--- config.mk ---
export PLATFORM = sky130hd
export DESIGN_NAME = fetch_stage
export DESIGN_NICKNAME = d
export VERILOG_FILES = /design/src/rtl/fetch_stage.sv
export SDC_FILE = /design/constraint.sdc
export NUM_CORES = 1
export LEC_CHECK = 0
export BUFFER_PORTS_ARGS = -buffer_cell sky130_fd_sc_hd__buf_2
export CAP_MARGIN = 10
export CORE_ASPECT_RATIO = 0.75
export CORE_MARGIN = 2
export CORE_UTILIZATION = 35
export CTS_CLUSTER_DIAMETER = 120
export DETAILED_ROUTE_END_ITERATION = 7
export MAX_ROUTING_LAYER = met4
export PLACE_DENSITY_LB_ADDON = 0.05
export SLEW_MARGIN = 20
export SYNTH_ARGS = -nofsm -noshare
export SYNTH_HDL_FRONTEND = slang
export SYNTH_SLANG_ARGS = --single-unit
--- constraint.sdc ---
create_clock -name clk -period 3.25 [get_ports clk]
set_clock_uncertainty 0.1 [all_clocks]
set_input_delay 0.325 -clock clk [delete_from_list [all_inputs] [get_ports clk]]
set_output_delay 0.325 -clock clk [all_outputs]
set_load 0.005 [all_outputs]
--- src/rtl/fetch_stage.sv ---
// fetch_stage: instruction fetch with one outstanding imem request, one-deep hold buffer and redirect squash
//   clk, rst_n                 clock, asynchronous active-low reset
//   imem_req/imem_addr         request to instruction memory (address is always the current pc)
//   imem_gnt                   memory accepted the request this cycle
//   imem_rvalid/imem_rdata     response from instruction memory
//   if_valid/if_instr/if_pc    instruction presented to decode, held stable while stalled
//   id_ready                   decode accepts the presented instruction
//   redirect_valid/redirect_pc branch/jump target; low two address bits are forced to zero
module fetch_stage #(
   parameter int unsigned       ADDR_W   = 32,
   parameter logic [ADDR_W-1:0] RESET_PC = '0
) (
   input  logic              clk,
   input  logic              rst_n,
   output logic              imem_req,
   output logic [ADDR_W-1:0] imem_addr,
   input  logic              imem_gnt,
   input  logic              imem_rvalid,
   input  logic [31:0]       imem_rdata,
   output logic              if_valid,
   output logic [31:0]       if_instr,
   output logic [ADDR_W-1:0] if_pc,
   input  logic              id_ready,
   input  logic              redirect_valid,
   input  logic [ADDR_W-1:0] redirect_pc
);
   localparam logic [31:0] NOP = 32'h0000_0013;
   typedef enum logic [1:0] {IDLE, REQ, WAIT, HOLD} state_t;
   state_t            state;
   logic [ADDR_W-1:0] pc, req_pc, hold_pc, tgt;
   logic [31:0]       hold_instr;
   logic              drop, slot_free;
   assign tgt       = redirect_pc & ~ADDR_W'(3);
   assign slot_free = !if_valid || id_ready;
   assign imem_addr = pc;
   always_ff @(posedge clk or negedge rst_n) begin
      if (!rst_n) begin
         state      <= IDLE;
         imem_req   <= 1'b0;
         pc         <= RESET_PC;
         req_pc     <= RESET_PC;
         drop       <= 1'b0;
         if_valid   <= 1'b0;
         if_instr   <= NOP;
         if_pc      <= RESET_PC;
         hold_instr <= NOP;
         hold_pc    <= RESET_PC;
      end else begin
         // a consumed or flushed output slot empties unless a new instruction lands below
         if ((if_valid && id_ready) || redirect_valid) if_valid <= 1'b0;
         case (state)
            IDLE: begin
               state    <= REQ;
               imem_req <= 1'b1;
               if (redirect_valid) pc <= tgt;
            end
            REQ: begin
               if (imem_gnt) begin
                  // a grant coinciding with a redirect fetched a stale address: drop its response
                  state    <= WAIT;
                  imem_req <= 1'b0;
                  req_pc   <= pc;
                  pc       <= redirect_valid ? tgt : pc + ADDR_W'(4);
                  drop     <= redirect_valid;
               end else if (redirect_valid) pc <= tgt;
            end
            WAIT: begin
               if (imem_rvalid) begin
                  if (drop || redirect_valid) begin
                     state    <= REQ;
                     imem_req <= 1'b1;
                     drop     <= 1'b0;
                     if (redirect_valid) pc <= tgt;
                  end else if (slot_free) begin
                     state    <= REQ;
                     imem_req <= 1'b1;
                     if_valid <= 1'b1;
                     if_instr <= imem_rdata;
                     if_pc    <= req_pc;
                  end else begin
                     state      <= HOLD;
                     hold_instr <= imem_rdata;
                     hold_pc    <= req_pc;
                  end
               end else if (redirect_valid) begin
                  pc   <= tgt;
                  drop <= 1'b1;
               end
            end
            HOLD: begin
               if (redirect_valid) begin
                  state    <= REQ;
                  imem_req <= 1'b1;
                  pc       <= tgt;
               end else if (id_ready) begin
                  state    <= REQ;
                  imem_req <= 1'b1;
                  if_valid <= 1'b1;
                  if_instr <= hold_instr;
                  if_pc    <= hold_pc;
               end
            end
         endcase
      end
   end
endmodule

==> impl_metrics.toml <==
[placement]
gp_routability_congestion = 0.815
pre_cts_slack_ns = 0.519
dpl_cell_area_um2 = 9960
dp_hpwl_um = 14600
dpl.cell_count = 1228
io_buffers = 165

[synth]
postSynthAreaPerCell_um2 = 11.5
netlist_top_cells_count = "dfrtp_1 (191), mux2_2 (94), nor2_1 (76)"
synth_cells = 761
ys.flop_type = "dfrtp_1"
ys_seq_elements = 197
yosysMostFrequentCell = "dfrtp_1"
synth_seq_area_share = 0.565
synth_nets = 836
ys_warn_count = 0
netlist_area_um2 = 8750
yosysTopAreaCell = "dfrtp_1"
yosys.area.top_type_share = 0.546
async_flop_share = 1.00
synth.area.top_cells = "dfrtp_1 (55%), mux2_2 (12%), mux2i_1 (7.8%), a21oi_1 (4.3%), nor2_1 (3.3%)"
ys_types = 50
synth_edf_count = 0

[routing]
drc = 0
route.antenna.remaining_nets = 0
firstDrtPassIters = 4
drt-total-wl_um = 22200
routedWlPerCell_um = 17.5
vias_per_cell = 4.94
vias = 6279
drtIter0Drc = 262

[sta]
min_period_over_period = 0.849
max_slew_margin = 0.344
tns_ns = 0
max_slew.worst_pin.slew_ns = 0.980
slew_violations = 0
finalSetupViolCount = 0
period_minus_slack_ns = 2.76
fmax_mhz = 362
final_hold_viol_count = 0
setup_slack_ns = 0.489
rsz0062_at_grt = "no"

[cells_and_area]
syn2layout_area_growth_pct = 21.3
nets = 993
stdcell_count = 1272
finalInstanceArea_um2 = 10600
drive_gt1_frac = 0.342

[cts]
clkLatencyLatePin_ns = 0.43
path_clk_slew_ns = 0.07
cts-root-buf = "clkbuf_16"
clockBufferDepth = 2
cts_setup_buffers = 0
cts_made_buffers = 17
htreeDepth = 4
cts_tree = "done"
post_cts_resized = 0
hold_buffers = 9
cts_sinks = 197

[critical_path]
worstPathArrival_ns = 3.01
crit_type = "reg -> reg"
cp-end-kind = "flip-flop"
critical_path_peak_fanout = 128
start_kind = "flip-flop"
cp.required_ns = 3.50
regToRegSetupSlack_ns = 0.49

[die]
die_w_um = 187
die_y_um = 141
rows = 50
coreArea_um2 = 24800
dieArea_um2 = 26300
start_util = 0.353
io_pins = 168

[global_route]
grt_max_degree = 129
antenna_found_initial = 3
grt_usage = 0.179
gr-total-overflow = 0
grt_pass1_vias = 6530
grt_pass1_wl_um = 35600

[pwr]
vdd_drop_max_uv = 370
p_per_area_nw_per_um2 = 754
power.leakage_nw = 4.86
power_mw = 7.99

[flow_run]
maxCapViolCount = 0

[status]
outcome = "finished, final reports clean"

[min_path]
hp-class = "in -> reg"
[final timing paths]
path	endpoint	cells after the start	from
max reg2reg	if_instr[24]	8	state[0]
min reg2reg	if_instr[1]	2	if_instr[1]
max in group asynchronous	if_pc[8]	3	rst_n
min in group asynchronous	hold_instr[17]	2	rst_n
max	if_instr[24]	8	state[0]
min	imem_addr[4]	3	redirect_pc[4]
[logic make-up after synthesis]
| kind of cell | after synthesis | share of synthesized area |
|---|---|---|
| adder cells (fa/ha/maj) | 5 | 0.00715 |
| flip-flops | 197 | 0.565 |
| AND/OR/NAND/NOR | 201 | 0.111 |
| AO/OA/AOI/OAI | 133 | 0.0861 |
| buffers and inverters | 56 | 0.0258 |
| multiplexers | 162 | 0.199 |
| XOR/XNOR | 7 | 0.00701 |
[layout make-up]
class | instances | area, um^2
Clock buffer | 21 | 450
Timing Repair Buffer | 184 | 1020
Fill cell | 2434 | 14200
Antenna cell | 3 | 7.51
Tap cell | 338 | 423
Multi-Input combinational cell | 508 | 3620
Clock inverter | 11 | 103
Inverter | 10 | 37.5
Sequential cell | 197 | 4940
[placed cells by master, fill, tap and decap left out, drive strengths merged, types with 6 or more instances in the layout]
master,n
dlygate4sd3,9
or3,7
dfrtp,191
inv,12
nor4,7
nor2,76
buf,174
a21oi,75
mux2,94
nand2,46
nand3,19
nand4,8
nor3,8
and3,6
o21ai,28
dfstp,6
o211ai,6
mux2i,68
xor2,6
clkbuf,22
[registers in the layout, indices dropped and copies added (netlist names)]
signal / count
hold_instr: 32
hold_pc: 32
if_instr: 32
if_pc: 32
imem_addr: 32
req_pc: 32
state: 2
drop: 1
if_valid: 1
imem_req: 1
[routing by layer]
| layer | up-vias | wire, um | global-route usage |
|---|---|---|---|
| met4 | 0 | 308 | 0.0505 |
| met3 | 19 | 855 | 0.0416 |
| met2 | 122 | 10500 | 0.285 |
| met1 | 3109 | 10600 | 0.231 |
| met5 | - | 0 | - |
| li1 | 3029 | - | - |
[where the power goes]
| part | internal, mW | switching (mW) | total [mW] |
|---|---|---|---|
| Combinational | 1.13 | 1.17 | 2.29 |
| Clock | 1.08 | 0.947 | 2.03 |
| Sequential | 3.19 | 0.484 | 3.67 |
[critical path, stage by stage (launching register included)]
cell and delay [ns]:
dfrtp_1 0.45, inv_1 0.11, ha_1 0.35, and3b_1 0.46, o21ai_0 0.25, a21oi_4 0.19, buf_12 0.45, nor2_1 0.09
a21oi_1 0.16
[stage by stage]
stage	util	hold slack [ns]
finish	0.428	0.0196
global route	0.428	0.00321
CTS	0.428	0.00377
detailed placement	0.402	0.336
global placement	0.402	0.319
floorplan	-	-0.0706
Note: power is estimated with default switching activity, not from simulation.
